===== src/rtl/food_placer_if.sv =====
// Signal bundle between the food placer, the LFSR, the occupancy responder and game control.
// The master side is the placer; the slave side is everything around it.
interface food_placer_if #(
    parameter int X_BITS = 5,
    parameter int Y_BITS = 5
);
    logic              rand_bit;
    logic              place_req;
    logic              query_valid;
    logic [X_BITS-1:0] query_x;
    logic [Y_BITS-1:0] query_y;
    logic              occ_valid;
    logic              occ_hit;
    logic [X_BITS-1:0] food_x;
    logic [Y_BITS-1:0] food_y;
    logic              food_valid;
    logic              place_fail;
    logic              busy;

    modport master (
        input  rand_bit, place_req, occ_valid, occ_hit,
        output query_valid, query_x, query_y, food_x, food_y, food_valid, place_fail, busy
    );

    modport slave (
        output rand_bit, place_req, occ_valid, occ_hit,
        input  query_valid, query_x, query_y, food_x, food_y, food_valid, place_fail, busy
    );
endinterface


===== src/rtl/food_placer.sv =====
// Picks a free food cell from the LFSR stream: random candidates first, then a row-major scan.
// Query 12 cycles after place_req, food_valid 2 cycles after occ_valid; place_req ignored while busy.
module food_placer #(
    parameter int GRID_W    = 32,
    parameter int GRID_H    = 24,
    parameter int X_BITS    = 5,
    parameter int Y_BITS    = 5,
    parameter int MAX_TRIES = 16
) (
    input  logic          clock,
    input  logic          reset,
    food_placer_if.master bus
);
    localparam int TRY_W  = $clog2(MAX_TRIES + 1);
    localparam int CELLS  = GRID_W * GRID_H;
    localparam int SCAN_W = $clog2(CELLS + 1);
    localparam int SH_MAX = (X_BITS > Y_BITS) ? X_BITS : Y_BITS;
    localparam int SH_W   = $clog2(SH_MAX + 1);

    localparam logic [X_BITS-1:0] X_LAST     = X_BITS'(GRID_W - 1);
    localparam logic [Y_BITS-1:0] Y_LAST     = Y_BITS'(GRID_H - 1);
    localparam logic [TRY_W-1:0]  TRY_LIMIT  = TRY_W'(MAX_TRIES);
    localparam logic [SCAN_W-1:0] SCAN_LIMIT = SCAN_W'(CELLS);
    localparam logic [SH_W-1:0]   X_SH_LAST  = SH_W'(X_BITS - 1);
    localparam logic [SH_W-1:0]   Y_SH_LAST  = SH_W'(Y_BITS - 1);

    typedef enum logic [3:0] {
        S_IDLE,
        S_SHIFT_X,
        S_SHIFT_Y,
        S_RANGE,
        S_QUERY,
        S_WAIT,
        S_SCAN,
        S_DONE,
        S_FAIL
    } state_e;

    state_e            state_q, state_d;
    logic [X_BITS-1:0] cand_x_q, cand_x_d;
    logic [Y_BITS-1:0] cand_y_q, cand_y_d;
    logic [X_BITS-1:0] food_x_q, food_x_d;
    logic [Y_BITS-1:0] food_y_q, food_y_d;
    logic [TRY_W-1:0]  try_cnt_q, try_cnt_d;
    logic [SCAN_W-1:0] scan_cnt_q, scan_cnt_d;
    logic [SH_W-1:0]   bit_cnt_q, bit_cnt_d;
    logic              scan_mode_q, scan_mode_d;
    // Set on entry to scan mode so the first SCAN visit queries (0,0) without advancing.
    logic              scan_hold_q, scan_hold_d;
    logic              occ_vld_q;
    logic              occ_hit_q;

    logic              in_range;
    logic [TRY_W-1:0]  try_inc;
    logic [SCAN_W-1:0] scan_inc;

    assign in_range = (int'(cand_x_q) < GRID_W) && (int'(cand_y_q) < GRID_H);
    assign try_inc  = try_cnt_q + TRY_W'(1);
    assign scan_inc = scan_cnt_q + SCAN_W'(1);

    always_ff @(posedge clock) begin
        if (reset) begin
            state_q     <= S_IDLE;
            cand_x_q    <= '0;
            cand_y_q    <= '0;
            food_x_q    <= '0;
            food_y_q    <= '0;
            try_cnt_q   <= '0;
            scan_cnt_q  <= '0;
            bit_cnt_q   <= '0;
            scan_mode_q <= 1'b0;
            scan_hold_q <= 1'b0;
            occ_vld_q   <= 1'b0;
            occ_hit_q   <= 1'b0;
        end else begin
            state_q     <= state_d;
            cand_x_q    <= cand_x_d;
            cand_y_q    <= cand_y_d;
            food_x_q    <= food_x_d;
            food_y_q    <= food_y_d;
            try_cnt_q   <= try_cnt_d;
            scan_cnt_q  <= scan_cnt_d;
            bit_cnt_q   <= bit_cnt_d;
            scan_mode_q <= scan_mode_d;
            scan_hold_q <= scan_hold_d;
            // Responses are registered; anything arriving outside WAIT is dropped here.
            occ_vld_q   <= bus.occ_valid && (state_q == S_WAIT) && !occ_vld_q;
            occ_hit_q   <= bus.occ_hit;
        end
    end

    always_comb begin
        state_d     = state_q;
        cand_x_d    = cand_x_q;
        cand_y_d    = cand_y_q;
        food_x_d    = food_x_q;
        food_y_d    = food_y_q;
        try_cnt_d   = try_cnt_q;
        scan_cnt_d  = scan_cnt_q;
        bit_cnt_d   = bit_cnt_q;
        scan_mode_d = scan_mode_q;
        scan_hold_d = scan_hold_q;

        case (state_q)
            S_IDLE: begin
                if (bus.place_req) begin
                    state_d     = S_SHIFT_X;
                    try_cnt_d   = '0;
                    scan_cnt_d  = '0;
                    bit_cnt_d   = '0;
                    scan_mode_d = 1'b0;
                    scan_hold_d = 1'b0;
                end
            end
            S_SHIFT_X: begin
                cand_x_d  = {cand_x_q[X_BITS-2:0], bus.rand_bit};
                bit_cnt_d = bit_cnt_q + SH_W'(1);
                if (bit_cnt_q == X_SH_LAST) begin
                    bit_cnt_d = '0;
                    state_d   = S_SHIFT_Y;
                end
            end
            S_SHIFT_Y: begin
                cand_y_d  = {cand_y_q[Y_BITS-2:0], bus.rand_bit};
                bit_cnt_d = bit_cnt_q + SH_W'(1);
                if (bit_cnt_q == Y_SH_LAST) begin
                    bit_cnt_d = '0;
                    state_d   = S_RANGE;
                end
            end
            S_RANGE: begin
                if (in_range) begin
                    state_d = S_QUERY;
                end else begin
                    try_cnt_d = try_inc;
                    if (try_inc == TRY_LIMIT) begin
                        state_d     = S_SCAN;
                        cand_x_d    = '0;
                        cand_y_d    = '0;
                        scan_mode_d = 1'b1;
                        scan_hold_d = 1'b1;
                    end else begin
                        state_d = S_SHIFT_X;
                    end
                end
            end
            S_QUERY: begin
                state_d = S_WAIT;
            end
            S_WAIT: begin
                if (occ_vld_q) begin
                    if (!occ_hit_q) begin
                        state_d  = S_DONE;
                        food_x_d = cand_x_q;
                        food_y_d = cand_y_q;
                    end else if (scan_mode_q) begin
                        scan_cnt_d = scan_inc;
                        state_d    = (scan_inc == SCAN_LIMIT) ? S_FAIL : S_SCAN;
                    end else begin
                        try_cnt_d = try_inc;
                        if (try_inc == TRY_LIMIT) begin
                            state_d     = S_SCAN;
                            cand_x_d    = '0;
                            cand_y_d    = '0;
                            scan_mode_d = 1'b1;
                            scan_hold_d = 1'b1;
                        end else begin
                            state_d = S_SHIFT_X;
                        end
                    end
                end
            end
            S_SCAN: begin
                scan_hold_d = 1'b0;
                state_d     = S_QUERY;
                if (!scan_hold_q) begin
                    if (cand_x_q == X_LAST) begin
                        cand_x_d = '0;
                        cand_y_d = (cand_y_q == Y_LAST) ? '0 : cand_y_q + Y_BITS'(1);
                    end else begin
                        cand_x_d = cand_x_q + X_BITS'(1);
                    end
                end
            end
            S_DONE: begin
                state_d = S_IDLE;
            end
            S_FAIL: begin
                state_d = S_IDLE;
            end
            default: begin
                state_d = S_IDLE;
            end
        endcase
    end

    assign bus.query_valid = (state_q == S_QUERY);
    assign bus.query_x     = cand_x_q;
    assign bus.query_y     = cand_y_q;
    assign bus.food_x      = food_x_q;
    assign bus.food_y      = food_y_q;
    assign bus.food_valid  = (state_q == S_DONE);
    assign bus.place_fail  = (state_q == S_FAIL);
    assign bus.busy        = (state_q != S_IDLE);
endmodule


===== src/flat_wrapper.sv =====
// flat-port wrapper written by rule: the top's interface ports become plain ports
module food_placer_flat 
#(
    parameter int GRID_W    = 32,
    parameter int GRID_H    = 24,
    parameter int X_BITS    = 5,
    parameter int Y_BITS    = 5,
    parameter int MAX_TRIES = 16
)
  (clock, reset, bus_rand_bit, bus_place_req, bus_occ_valid, bus_occ_hit, bus_query_valid, bus_query_x, bus_query_y, bus_food_x, bus_food_y, bus_food_valid, bus_place_fail, bus_busy);
  food_placer_if #(.X_BITS(X_BITS), .Y_BITS(Y_BITS)) bus_i ();
  input  logic clock;
  input  logic reset;
  input wire logic [$bits(bus_i.rand_bit)-1:0] bus_rand_bit;
  input wire logic [$bits(bus_i.place_req)-1:0] bus_place_req;
  input wire logic [$bits(bus_i.occ_valid)-1:0] bus_occ_valid;
  input wire logic [$bits(bus_i.occ_hit)-1:0] bus_occ_hit;
  output wire logic [$bits(bus_i.query_valid)-1:0] bus_query_valid;
  output wire logic [$bits(bus_i.query_x)-1:0] bus_query_x;
  output wire logic [$bits(bus_i.query_y)-1:0] bus_query_y;
  output wire logic [$bits(bus_i.food_x)-1:0] bus_food_x;
  output wire logic [$bits(bus_i.food_y)-1:0] bus_food_y;
  output wire logic [$bits(bus_i.food_valid)-1:0] bus_food_valid;
  output wire logic [$bits(bus_i.place_fail)-1:0] bus_place_fail;
  output wire logic [$bits(bus_i.busy)-1:0] bus_busy;
  assign bus_i.rand_bit = bus_rand_bit;
  assign bus_i.place_req = bus_place_req;
  assign bus_i.occ_valid = bus_occ_valid;
  assign bus_i.occ_hit = bus_occ_hit;
  assign bus_query_valid = bus_i.query_valid;
  assign bus_query_x = bus_i.query_x;
  assign bus_query_y = bus_i.query_y;
  assign bus_food_x = bus_i.food_x;
  assign bus_food_y = bus_i.food_y;
  assign bus_food_valid = bus_i.food_valid;
  assign bus_place_fail = bus_i.place_fail;
  assign bus_busy = bus_i.busy;
  food_placer #(.GRID_W(GRID_W), .GRID_H(GRID_H), .X_BITS(X_BITS), .Y_BITS(Y_BITS), .MAX_TRIES(MAX_TRIES)) u_core (.clock(clock), .reset(reset), .bus(bus_i));
endmodule

===== config.mk =====
export PLATFORM = sky130hd
export DESIGN_NAME = food_placer_flat
export DESIGN_NICKNAME = d
export VERILOG_FILES = /design/src/rtl/food_placer_if.sv /design/src/rtl/food_placer.sv /design/src/flat_wrapper.sv
export SDC_FILE = /design/constraint.sdc
export NUM_CORES = 1
export LEC_CHECK = 0
export ABC_CLOCK_PERIOD_IN_PS = 2300
export CORE_ASPECT_RATIO = 1.4
export CORE_MARGIN = 1
export CORE_UTILIZATION = 40
export DETAILED_ROUTE_END_ITERATION = 16
export GPL_ROUTABILITY_DRIVEN = 0
export GPL_TIMING_DRIVEN = 0
export SKIP_CTS_REPAIR_TIMING = 1
export SYNTH_ARGS = -nofsm -noshare
export SYNTH_HDL_FRONTEND = slang
export SYNTH_SLANG_ARGS = --single-unit

===== constraint.sdc =====
create_clock -name clock -period 2.3 [get_ports clock]
set_input_delay 0.46 -clock clock [delete_from_list [all_inputs] [get_ports clock]]
set_output_delay 0.46 -clock clock [all_outputs]
set_load 0.01 [all_outputs]

==> impl_results.html <==
<table>
<tr><th>Metric</th><th>Value</th></tr>
<tr><th colspan="2">Clock tree</th></tr>
<tr><td>Clock tree from TritonCTS</td><td>yes</td></tr>
<tr><td>Number of buffers created by CTS</td><td>5</td></tr>
<tr><td>Clock Path Buffers</td><td>2</td></tr>
<tr><td>Root Buffer Master</td><td>sky130_fd_sc_hd__clkbuf_8</td></tr>
<tr><td>Number of H-tree levels</td><td>2</td></tr>
<tr><td>Clock input transition at the sequential cells of the worst setup and hold paths</td><td>90 ps</td></tr>
<tr><td>Sink count of the clock tree</td><td>46</td></tr>
<tr><td>Later-pin clock latency in the skew report</td><td>310 ps</td></tr>
<tr><th colspan="2">Global route</th></tr>
<tr><td>Number of global-route vias before repair</td><td>2,490</td></tr>
<tr><td>Antenna violations before repair</td><td>0</td></tr>
<tr><td>Global-route wire length before repair</td><td>12,100 um</td></tr>
<tr><td>Global-route usage over all layers</td><td>21.1%</td></tr>
<tr><td>Final global-route overflow total</td><td>0</td></tr>
<tr><td>Maximum number of pins on one net before global-route repair</td><td>15</td></tr>
<tr><th colspan="2">Power</th></tr>
<tr><td>Leakage power of the design</td><td>1.27 nW</td></tr>
<tr><td>Power Density</td><td>732 nW/um^2</td></tr>
<tr><td>Max rail drop VDD</td><td>358 uV</td></tr>
<tr><td>Total Power</td><td>2.41 mW</td></tr>
<tr><th colspan="2">Die</th></tr>
<tr><td>Effective utilization at floorplan</td><td>41.4%</td></tr>
<tr><td>Number of primary I/O pins</td><td>30</td></tr>
<tr><td>Die Y</td><td>99.8 um</td></tr>
<tr><td>Die boundary width</td><td>71.9 um</td></tr>
<tr><td>Core area</td><td>6610 sq um</td></tr>
<tr><td>Die area</td><td>7180 sq um</td></tr>
<tr><td>Rows</td><td>35</td></tr>
<tr><th colspan="2">Synthesis</th></tr>
<tr><td>Primary flip-flop cell chosen by synthesis mapping</td><td>sky130_fd_sc_hd__dfxtp_1</td></tr>
<tr><td>Yosys synthesis warning count</td><td>0</td></tr>
<tr><td>Area of the mapped netlist</td><td>2740 sq um</td></tr>
<tr><td>Avg Cell Area, Syn</td><td>7.95 sq um</td></tr>
<tr><td>Number of flip-flops and latches in the synthesized netlist</td><td>46</td></tr>
<tr><td>Number of unique standard cell types used by synthesis</td><td>58</td></tr>
<tr><td>Portion of the post-synthesis area used by sequential elements</td><td>33.7%</td></tr>
<tr><td>EDFF count, synth</td><td>0</td></tr>
<tr><td>Nets in the synthesized netlist</td><td>358</td></tr>
<tr><td>Cell count after synthesis</td><td>344</td></tr>
<tr><td>Proportion of synthesized flip-flops having asynchronous set or reset</td><td>0%</td></tr>
<tr><th colspan="2">Final layout</th></tr>
<tr><td>Final antenna diode count</td><td>0</td></tr>
<tr><td>Layout Nets</td><td>395</td></tr>
<tr><td>Proportion of layout cells with a drive suffix above 1</td><td>11.3%</td></tr>
<tr><td>Layout Area Growth over Synthesis</td><td>20.2%</td></tr>
<tr><td>Commonest non-fill, non-tap cells in the layout</td><td>44 x sky130_fd_sc_hd__nor2_1, 44 x sky130_fd_sc_hd__dfxtp_1, 31 x sky130_fd_sc_hd__a21oi_1</td></tr>
<tr><th colspan="2">Worst setup path</th></tr>
<tr><td>Max Fanout on Critical Path</td><td>10</td></tr>
<tr><td>CP endpoint kind</td><td>primary output</td></tr>
<tr><td>Kind of critical path</td><td>register to primary output</td></tr>
<tr><td>Required time of the worst setup path</td><td>1840 ps</td></tr>
<tr><td>Worst Setup Start Kind</td><td>register</td></tr>
<tr><td>Arr. time, crit path</td><td>1710 ps</td></tr>
<tr><th colspan="2">Drt</th></tr>
<tr><td>DR vias/cell</td><td>5.61</td></tr>
<tr><td>Antenna Violating Nets Remaining</td><td>0</td></tr>
<tr><td>Drt drc</td><td>0</td></tr>
<tr><td>Total wire length after detailed routing</td><td>7260 um</td></tr>
<tr><td>DRC marker count from the first detailed-route iteration</td><td>184</td></tr>
<tr><td>Count of TritonRoute iterations in the first routing pass</td><td>4</td></tr>
<tr><td>Vias</td><td>2,657</td></tr>
<tr><td>Average wire length per cell after detail routing</td><td>15.3 um</td></tr>
<tr><th colspan="2">Timing</th></tr>
<tr><td>Final Critical Period</td><td>2170 ps</td></tr>
<tr><td>Largest clock skew in the final design</td><td>12.0 ps</td></tr>
<tr><td>Max-slew violation total from the final report</td><td>0</td></tr>
<tr><td>Maximum clock rate</td><td>0.461 GHz</td></tr>
<tr><td>Final-report setup violation count</td><td>0</td></tr>
<tr><td>Final setup TNS</td><td>0 ps</td></tr>
<tr><td>Tcrit/Tclk final</td><td>94.2%</td></tr>
<tr><td>Setup repair after global routing missed its margin</td><td>false</td></tr>
<tr><td>Slew @ Worst Pin</td><td>649 ps</td></tr>
<tr><td>Number of hold violations in the final report</td><td>0</td></tr>
<tr><td>Worst relative slew slack</td><td>56.5%</td></tr>
<tr><th colspan="2">Flow run</th></tr>
<tr><td>Maximum capacitance violations</td><td>0</td></tr>
<tr><th colspan="2">Worst hold path</th></tr>
<tr><td>Hold Crit Class</td><td>register to register</td></tr>
<tr><th colspan="2">Placement</th></tr>
<tr><td># port buffers</td><td>28</td></tr>
<tr><td>HPWL after DPL</td><td>5220 um</td></tr>
<tr><th colspan="2">Run status</th></tr>
<tr><td>Outcome</td><td>completed</td></tr>
</table>
-- layout make-up --
type | instances | area [sq um]
inverters | 7 | 26.3
clock inverters | 1 | 8.76
flip-flops and latches | 46 | 923
multi-input cells | 268 | 1690
well taps | 92 | 115
fillers | 648 | 3320
plain buffers | 23 | 123
clock buffers | 7 | 96.3
repair buffers | 30 | 303
-- cell families after synthesis --
group	share of synthesized area (%)
flip-flops	33.7
buffers and inverters	5.17
multiplexers	3.71
AO/OA/AOI/OAI	20.8
AND/OR/NAND/NOR	31.2
adder cells (fa/ha/maj)	3.66
XOR/XNOR	1.88
-- flip-flops by register name, indices dropped and copies added (netlist names) --
signal and count:
u_core.bit_cnt_q 3, u_core.bus.food_x 5, u_core.bus.food_y 5, u_core.bus.query_x 5
u_core.bus.query_y 5, u_core.occ_hit_q 1, u_core.occ_vld_q 1, u_core.scan_cnt_q 10
u_core.scan_hold_q 1, u_core.scan_mode_q 1, u_core.state_q 4, u_core.try_cnt_q 5
-- power breakdown --
group          leakage [nW]  internal [mW]  total, mW  switching (mW)
Clock                0.0544          0.276      0.569           0.293
Combinational         0.845          0.381      0.884           0.502
Sequential            0.373          0.870      0.955          0.0852
Total                  1.27           1.53       2.41           0.881
-- through the flow --
stage | cell area [sq um] | setup WS (ps) | cells | utilization [%] | hold slack [ps]
6_report | 3290 | 133 | 474 | 49.7 | 488
5_1_grt | 3290 | 12.8 | 474 | 49.7 | 506
3_3_place_gp | 3130 | -52.0 | 464 | 47.3 | 468
4_1_cts | 3240 | -205 | 472 | 48.9 | 486
3_5_place_dp | 3130 | -83.1 | 464 | 47.3 | 472
2_1_floorplan | 2740 | 175 | 344 | - | 460
-- worst max-delay path, cell delays in order (launching register included) --
cell	delay, ps
sky130_fd_sc_hd__dfxtp_1	300
sky130_fd_sc_hd__buf_4	170
sky130_fd_sc_hd__clkbuf_4	200
sky130_fd_sc_hd__nor2_1	190
sky130_fd_sc_hd__nand2_1	80
sky130_fd_sc_hd__clkdlybuf4s50_1	480
-- synthesized netlist by cell type, types with 6 or more instances --
cell type / count / area, sq um
sky130_fd_sc_hd__buf_2: 6 / 30.0
sky130_fd_sc_hd__clkbuf_1: 12 / 45.0
sky130_fd_sc_hd__mux2i_1: 9 / 90.1
sky130_fd_sc_hd__nor2_1: 45 / 169
sky130_fd_sc_hd__ha_1: 8 / 100
sky130_fd_sc_hd__nand3_1: 19 / 95.1
sky130_fd_sc_hd__o21ai_0: 17 / 85.1
sky130_fd_sc_hd__a21oi_1: 31 / 155
sky130_fd_sc_hd__nor3_1: 11 / 55.1
sky130_fd_sc_hd__a211oi_1: 8 / 60.1
sky130_fd_sc_hd__nand2b_1: 7 / 43.8
sky130_fd_sc_hd__dfxtp_1: 46 / 921
sky130_fd_sc_hd__and3_1: 11 / 68.8
sky130_fd_sc_hd__a31oi_1: 8 / 50.1
sky130_fd_sc_hd__nand2_1: 26 / 97.6
sky130_fd_sc_hd__inv_1: 7 / 26.3
-- final timing paths --
path	from	end	slack (ps)	depth (start not counted)
min	u_core.bus.food_x[4]$_SDFFE_PP0P_	u_core.bus.food_x[4]$_SDFFE_PP0P_	490	2
max	u_core.state_q[1]$_SDFFE_PP0P_	bus_busy	130	5
min reg2reg	u_core.bus.food_x[4]$_SDFFE_PP0P_	u_core.bus.food_x[4]$_SDFFE_PP0P_	490	2
max reg2reg	u_core.scan_cnt_q[0]$_SDFFE_PP0P_	u_core.state_q[1]$_SDFFE_PP0P_	200	7
-- routing by layer --
layer	global-route usage (%)	wire, um	vias up
met5	0	0	-
met1	26.4	3230	1255
li1	-	-	1329
met3	2.81	238	15
met2	36.4	3630	58
met4	8.14	165	0
(Power assumes the default switching activity.)
